### config.mk
export PLATFORM = sky130hd
export DESIGN_NAME = cosim_event_counter_bank
export DESIGN_NICKNAME = d
export VERILOG_FILES = /design/src/rtl/cosim_counter_pkg.sv /design/src/rtl/cosim_sat_counter.sv /design/src/rtl/cosim_event_counter_bank.sv
export SDC_FILE = /design/constraint.sdc
export NUM_CORES = 2
export LEC_CHECK = 0
export BUFFER_PORTS_ARGS = -buffer_cell sky130_fd_sc_hd__buf_2
export CORE_ASPECT_RATIO = 1.5
export CORE_MARGIN = 5
export CORE_UTILIZATION = 55
export CTS_CLUSTER_DIAMETER = 30
export CTS_CLUSTER_SIZE = 25
export DETAILED_ROUTE_END_ITERATION = 10
export PLACE_DENSITY = 0.73
export SLEW_MARGIN = 25
export SYNTH_ARGS = -nofsm -noshare
export SYNTH_HDL_FRONTEND = slang
export SYNTH_HIERARCHICAL = 1
export SYNTH_SLANG_ARGS = --single-unit
### constraint.sdc
create_clock -name clk -period 2.9 [get_ports clk]
set_clock_uncertainty 0.2 [all_clocks]
set_input_delay 0.145 -clock clk [delete_from_list [all_inputs] [get_ports clk]]
set_output_delay 0.145 -clock clk [all_outputs]
set_load 0.01 [all_outputs]
### src/rtl/cosim_counter_pkg.sv
// Shared types and helpers for the cosim event counter bank.
// Snapshot FSM states, counter-mode encodings and the read-index width.
package cosim_counter_pkg;

    typedef enum logic {
        IDLE   = 1'b0,
        STREAM = 1'b1
    } snap_state_t;

    localparam int COUNT_WRAP = 0;
    localparam int COUNT_SAT  = 1;

    // Beat index must cover the cycle counter plus every channel.
    function automatic int idx_width(input int num_channels);
        return (num_channels < 1) ? 1 : $clog2(num_channels + 1);
    endfunction

endpackage

### src/rtl/cosim_sat_counter.sv
// Single live counter with clear, increment and wrap-or-saturate at all-ones.
// Sticky overflow flag is raised by any increment attempted at all-ones.
module cosim_sat_counter
    import cosim_counter_pkg::*;
#(
    parameter int WIDTH    = 64,
    parameter int SATURATE = COUNT_WRAP
) (
    input  logic             clk,
    input  logic             rst,
    input  logic             clear,
    input  logic             inc,
    output logic [WIDTH-1:0] value,
    output logic             overflow
);

    always_ff @(posedge clk) begin
        if (rst || clear) begin
            value    <= '0;
            overflow <= 1'b0;
        end else if (inc) begin
            if (&value) begin
                overflow <= 1'b1;
                value    <= (SATURATE == COUNT_SAT) ? value : '0;
            end else begin
                value <= value + WIDTH'(1);
            end
        end
    end

endmodule

### src/rtl/cosim_event_counter_bank.sv
// Cycle counter plus NUM_CHANNELS event counters with an atomic snapshot
// streamed out one counter per beat over a valid/ready read port.
module cosim_event_counter_bank
    import cosim_counter_pkg::*;
#(
    parameter int              NUM_CHANNELS            = 4,
    parameter int              COUNT_WIDTH             = 64,
    parameter int              SATURATE                = COUNT_WRAP,
    parameter longint unsigned CORE_CLOCK_FREQUENCY_HZ = 100_000_000,
    localparam int             IDX_W                   = idx_width(NUM_CHANNELS)
) (
    input  logic                    clk,
    input  logic                    rst,
    input  logic                    enable,
    input  logic [NUM_CHANNELS-1:0] event_in,
    input  logic                    clear,
    input  logic                    snap_req,
    output logic                    snap_busy,
    output logic                    rd_valid,
    input  logic                    rd_ready,
    output logic [IDX_W-1:0]        rd_index,
    output logic [COUNT_WIDTH-1:0]  rd_data,
    output logic                    rd_last,
    output logic [NUM_CHANNELS:0]   overflow,
    output logic [63:0]             clock_freq_hz
);

    localparam int              NUM_CNT  = NUM_CHANNELS + 1;
    localparam logic [IDX_W-1:0] LAST_IDX = IDX_W'(NUM_CHANNELS);

    logic [NUM_CNT-1:0]                  inc;
    logic [NUM_CNT-1:0][COUNT_WIDTH-1:0] live;
    logic [NUM_CNT-1:0][COUNT_WIDTH-1:0] snap;

    snap_state_t      state, state_nxt;
    logic [IDX_W-1:0] idx, idx_nxt;
    logic             capture;

    // Slot 0 is the cycle counter, which counts on every enabled edge.
    assign inc = {event_in, 1'b1} & {NUM_CNT{enable}};

    for (genvar i = 0; i < NUM_CNT; i++) begin : g_cnt
        cosim_sat_counter #(
            .WIDTH    (COUNT_WIDTH),
            .SATURATE (SATURATE)
        ) u_cnt (
            .clk      (clk),
            .rst      (rst),
            .clear    (clear),
            .inc      (inc[i]),
            .value    (live[i]),
            .overflow (overflow[i])
        );
    end

    always_comb begin
        state_nxt = state;
        idx_nxt   = idx;
        capture   = 1'b0;
        case (state)
            IDLE: begin
                if (snap_req) begin
                    capture   = 1'b1;
                    state_nxt = STREAM;
                    idx_nxt   = '0;
                end
            end
            STREAM: begin
                if (rd_ready) begin
                    if (idx == LAST_IDX) begin
                        state_nxt = IDLE;
                        idx_nxt   = '0;
                    end else begin
                        idx_nxt = idx + IDX_W'(1);
                    end
                end
            end
            default: begin
                state_nxt = IDLE;
                idx_nxt   = '0;
            end
        endcase
    end

    always_ff @(posedge clk) begin
        if (rst) begin
            state <= IDLE;
            idx   <= '0;
        end else begin
            state <= state_nxt;
            idx   <= idx_nxt;
        end
    end

    // Captures pre-edge live values, so same-cycle increments or clear are excluded.
    always_ff @(posedge clk) begin
        if (rst) begin
            snap <= '0;
        end else if (capture) begin
            snap <= live;
        end
    end

    assign rd_valid      = (state == STREAM);
    assign snap_busy     = rd_valid;
    assign rd_index      = idx;
    assign rd_last       = rd_valid && (idx == LAST_IDX);
    assign rd_data       = rd_valid ? snap[idx] : '0;
    assign clock_freq_hz = 64'(CORE_CLOCK_FREQUENCY_HZ);

endmodule

After elaboration in Yosys (flattened, before gate mapping). Cells that the tools add are included.

Register bits after elaboration: 649. Output and inout bits: 139. Logic and storage cells: 59.

$add $sub $neg: 6. $lt $le $gt $ge: 1. Equality and inequality tests: 3. Muxes and demuxes: 17. Bitwise gates (word level): 2. Reductions and logical operators: 13.

Operators by type and width (count): 64-bit two-way mux (7); 65-bit AND reduction (5); 64-bit by 1-bit adder with 64-bit output (second input constant) (5); 64-bit AND reduction (5); 64-bit binary-select mux with 3-bit select (1); 3-bit two-way mux (3); 3-bit one-hot mux with 2 select lines (1); 5-bit bitwise AND (1); 3-bit by 4-bit < comparator with 1-bit output (second input constant) (1); 1-bit two-way mux (4); 2-bit inequality test (second input constant) (2); 3-bit by 1-bit adder with 3-bit output (second input constant) (1); 3-bit == test (second input constant) (1); 1-bit one-hot mux with 2 select lines (1); 2-bit AND reduction (1); 1-bit logical AND (1); 1-bit logical OR (1); 1-bit NOT (1).

Depth between registers and ports, before layout.
Depth in word-level cells: 4. Gate-level depth with buffers: 8.

Cells and area by module. The synthesis kept the hierarchy.

Modules (own cells, without submodules): cosim_sat_counter (times used 5, cells an instance 362, area each 3079.2 µm², seq. area each 1301.2 µm²); cosim_event_counter_bank (times used 1, cells an instance 1780, area each 14181.1 µm², seq. area each 6486.2 µm²).

Worst setup path before layout. OpenSTA, ideal clock, no wires.

Path kind: reg-to-reg. From: reg g_cnt[1].u_cnt.value[0]. To: reg g_cnt[1].u_cnt.value[50]. Setup time: 70 ps. Arrival time: 1975 ps. Required time: 2630 ps. Setup slack: 656 ps. Stages on the path, launching flop included: 8. Path buffers: 1. Period minus slack after synthesis: 2244 ps. Path through: dfxtp_1 ha_1 nand4_2 nor4_4 nand4_2 buf_2 or3_1 a21oi_1.

Word-level cells in the longest chain between the ends: 2. Elaborated cells between the ends (all ways): 3.

RTL lines: start, declared (RTL line cosim_sat_counter.sv:13) `output logic [WIDTH-1:0] value,`; start signal, assigned (RTL line cosim_sat_counter.sv:24) `value <= (SATURATE == COUNT_SAT) ? value : '0;`; start signal, assigned (RTL line cosim_sat_counter.sv:26) `value <= value + WIDTH'(1);`; 64-bit by 1-bit adder with 64-bit output / 64-bit AND reduction (equally long branches) (RTL line cosim_sat_counter.sv:26, cosim_sat_counter.sv:22); 64-bit two-way mux (*) (RTL line cosim_sat_counter.sv:22) `if (&value) begin`.

Mark *: on every way between the ends. The rest lies on a longest branch, timed or not. A chain may end at the register's enable or synchronous reset.

Worst setup path after layout.
From: reg idx[1] (netlist: rd_index[1]). To: out rd_data[63].

Word-level cells in the longest chain between the ends: 3.

RTL lines: start, declared (RTL line cosim_event_counter_bank.sv:36) `logic [IDX_W-1:0] idx, idx_nxt;`; start signal, assigned (RTL line cosim_event_counter_bank.sv:91) `idx <= idx_nxt;`; 64-bit binary-select mux with 3-bit select (RTL line cosim_event_counter_bank.sv:108) `assign rd_data = rd_valid ? snap[idx] : '0;`; 64-bit two-way mux (implied by the code) (RTL line cosim_event_counter_bank.sv:108); 64-bit two-way mux (RTL line cosim_event_counter_bank.sv:108); end, declared (RTL line cosim_event_counter_bank.sv:22) `output logic [COUNT_WIDTH-1:0] rd_data,`.

Every way passes these cells. The select of a mux whose other input is x is not followed.

==> results.yml <==
timing:
  holdWs_ps: 251.6
  post-route-period-util: 1.002
  setup_viol: 1
  hold_viol_final: 0
  tightest_slew_ps: 749.0
  relSlewSlack: 0.4988
  maxSlewViolCount: 0
  layout_setup_ws_ps: -5.259
  fmax_mhz: 344.2
  rsz0062_at_grt: "no"
  min_period_ps: 2905
clocking:
  cts_buffers: 90
  htree_num_levels: 3
  cts.sink_count: 649
  path_clk_slew_ps: 50
  cts_tree: "yes"
  insertion_delay_ps: 620
  cts_max_path_buffers: 3
  cts-root-buf: "clkbuf_16"
drt:
  drt-initial-drc-count: 1682
  wire_per_inst_um: 17.05
  firstDrtPassIters: 5
  vias: 25250
  ant_nets: 0
  drc: 0
  post_drt_via_cell_ratio: 5.729
  wl_um: 75170
die:
  core-area_um2: 53480
  placementRows: 104
  die_width_um: 199.3
  start_util: 0.5530
  die_y_um: 294.0
  ios: 149
  die_area_um2: 58610
pwr:
  p_per_area_nw_per_um2: 621.6
  leakage_nw: 10.78
  peakVddDrop_mv: 0.5544
  power_mw: 20.84
global_route:
  antenna_found_initial: 0
  grt_pass1_vias: 23380
  grtUsageTotal: 0.2478
  grt_max_degree: 110
  grt_first_pass_wirelength_um: 121000
  overflow: 0
logic_synthesis:
  synth_edf_count: 0
  synth_largest_area_cell: "dfxtp_1"
  syn_area_per_cell_um2: 8.239
  synth_ff_type: "dfxtp_1"
  synth_cell_types: 50
  synth.area.top_cells: "dfxtp_1, nand2_1, a21oi_1"
  ys_seq_elements: 649
  syn-cell-area_um2: 29580
  synth_top_area_frac: 0.4393
  syn-instance-count: 3590
  yosysSeqAreaShare: 0.4393
  yosys-top-cells-count: "nand2_1, dfxtp_1, a21oi_1, nor2_1, o21ai_0"
  async_flop_share: 0
  ys_warn_count: 6
  yosysMostFrequentCell: "nand2_1"
outcome:
  status: "finished, violations left"
  violations: "setup timing"
worst_hold_path:
  hold_class: "reg -> reg"
worst_setup_path:
  cp.arrival_ps: 2560
  crit_path_end_kind: "primary output"
  crit_fanout: 21
  worstSetupPathType: "reg -> out"
  start_kind: "register"
  r2r_setup_slack_ps: 100
  required_ps: 2560
job:
  cap_violations: 0
finish:
  final_cells: 4408
  syn_to_final_growth_pct: 13.35
  final_nets: 3660
  layout-drive-gt1-share: 0.1092
  fin_util: 0.6268
placement:
  port_buffers: 84
  dpl.hpwl_um: 50430
  place_ws_ps: 141.5
  place_congestion: 0.9139
  dp.cells: 4227
## cell families after synthesis
logic type                 synth area share
AOI/OAI and AO/OA                    0.1327
xor gates and xnor gates            0.05626
adders and majority gates          0.002961
buffers and inverters               0.06557
DFF                                  0.4393
muxes                               0.04366
other                             0.0002539
and+or+nand+nor                      0.2593
## final timing paths
kind                                               start                      end  depth (start not counted)
worst max-delay path                         rd_index[1]              rd_data[63]                          5
worst min-delay path                           snap[179]                snap[179]                          2
worst max register to register  g_cnt[0].u_cnt/value[50]  g_cnt[0].u_cnt/value[0]                          6
worst min register to register                 snap[179]                snap[179]                          2
## layer usage
layer	track usage	vias up	part of all wire
met5	0	-	0
met3	0.02840	159	0.053
met4	0.1023	0	0.038
met1	0.3362	12020	0.44
met2	0.4024	652	0.47
li1	-	12430	-
## metrics by stage
| step | setup TNS [ps] | area [um^2] |
|---|---|---|
| final | -5.259 | 33520 |
| after global routing | 0 | 33520 |
| after CTS | 0 | 33490 |
| after detailed placement | 0 | 30210 |
| after global placement | 0 | 30210 |
| after floorplan | 0 | 29810 |
## critical path, stage by stage (launching register included)
cell       delay, ps
dfxtp_4          560
buf_8            280
mux2i_1          260
a2bb2oi_1        400
o21ai_0          240
buf_2            200
## sequential cells by signal (all words and copies together) (netlist names)
signal                cells
g_cnt.u_cnt/value       320
g_cnt.u_cnt/overflow      5
rd_index                  3
snap                    320
rd_valid                  1
## timing repair
action / 4_1_cts / 5_1_grt
pin swaps: 0 / 1
endpoints found under the hold margin: 124 / 0
hold buffers: 12 / 0
cloned: 1 / 0
endpoints found under the setup margin: 7 / 5
buffers inserted: 0 / 0
resized for setup: 3 / 6
## layout make-up
cell class | count | area, um^2
clock buffer | 102 | 2401
clock inverter | 65 | 718.2
sequential | 649 | 13000
fill | 4593 | 19960
antenna | 1 | 2.502
tap | 689 | 862.1
inverter | 27 | 101.3
timing repair buffer | 178 | 1481
multi-input combinational | 2697 | 14960
## where the power goes
part	total, mW	switching [mW]	internal (mW)	leakage (nW)
registers	8.93	0.00827	8.92	5.23
logic	0.618	0.492	0.127	4.04
clock network	11.3	4.51	6.78	1.51
total	20.8	5.01	15.8	10.8
## layout by cell type (no fill, tap or decap), drive strengths merged, types with 2 or more instances in the layout
cell type    synthesis  layout
nand2              783     783
dfxtp              649     649
a21oi              438     438
nor2               247     247
o21ai              183     183
buf                209     165
xor2               155     155
nand4              142     142
mux2i              129     129
nand3              128     128
or3                115     115
clkbuf              70     102
conb                 2      64
a2bb2oi             63      63
inv                 27      58
and4                45      45
and3                41      41
xnor2               35      35
nor3                25      25
or4                 20      20
clkinv               0      18
o31ai               15      15
nor4                15      15
and2                14      14
dlygate4sd3          0      12
clkinvlp             0       9
ha                   7       7
bufinv               0       7
or2                  5       5
nand4b               5       5
a21boi               5       5
o21a                 5       5
nor4bb               5       5
nand3b               2       2
No activity file was read; power rests on OpenSTA's default activity.
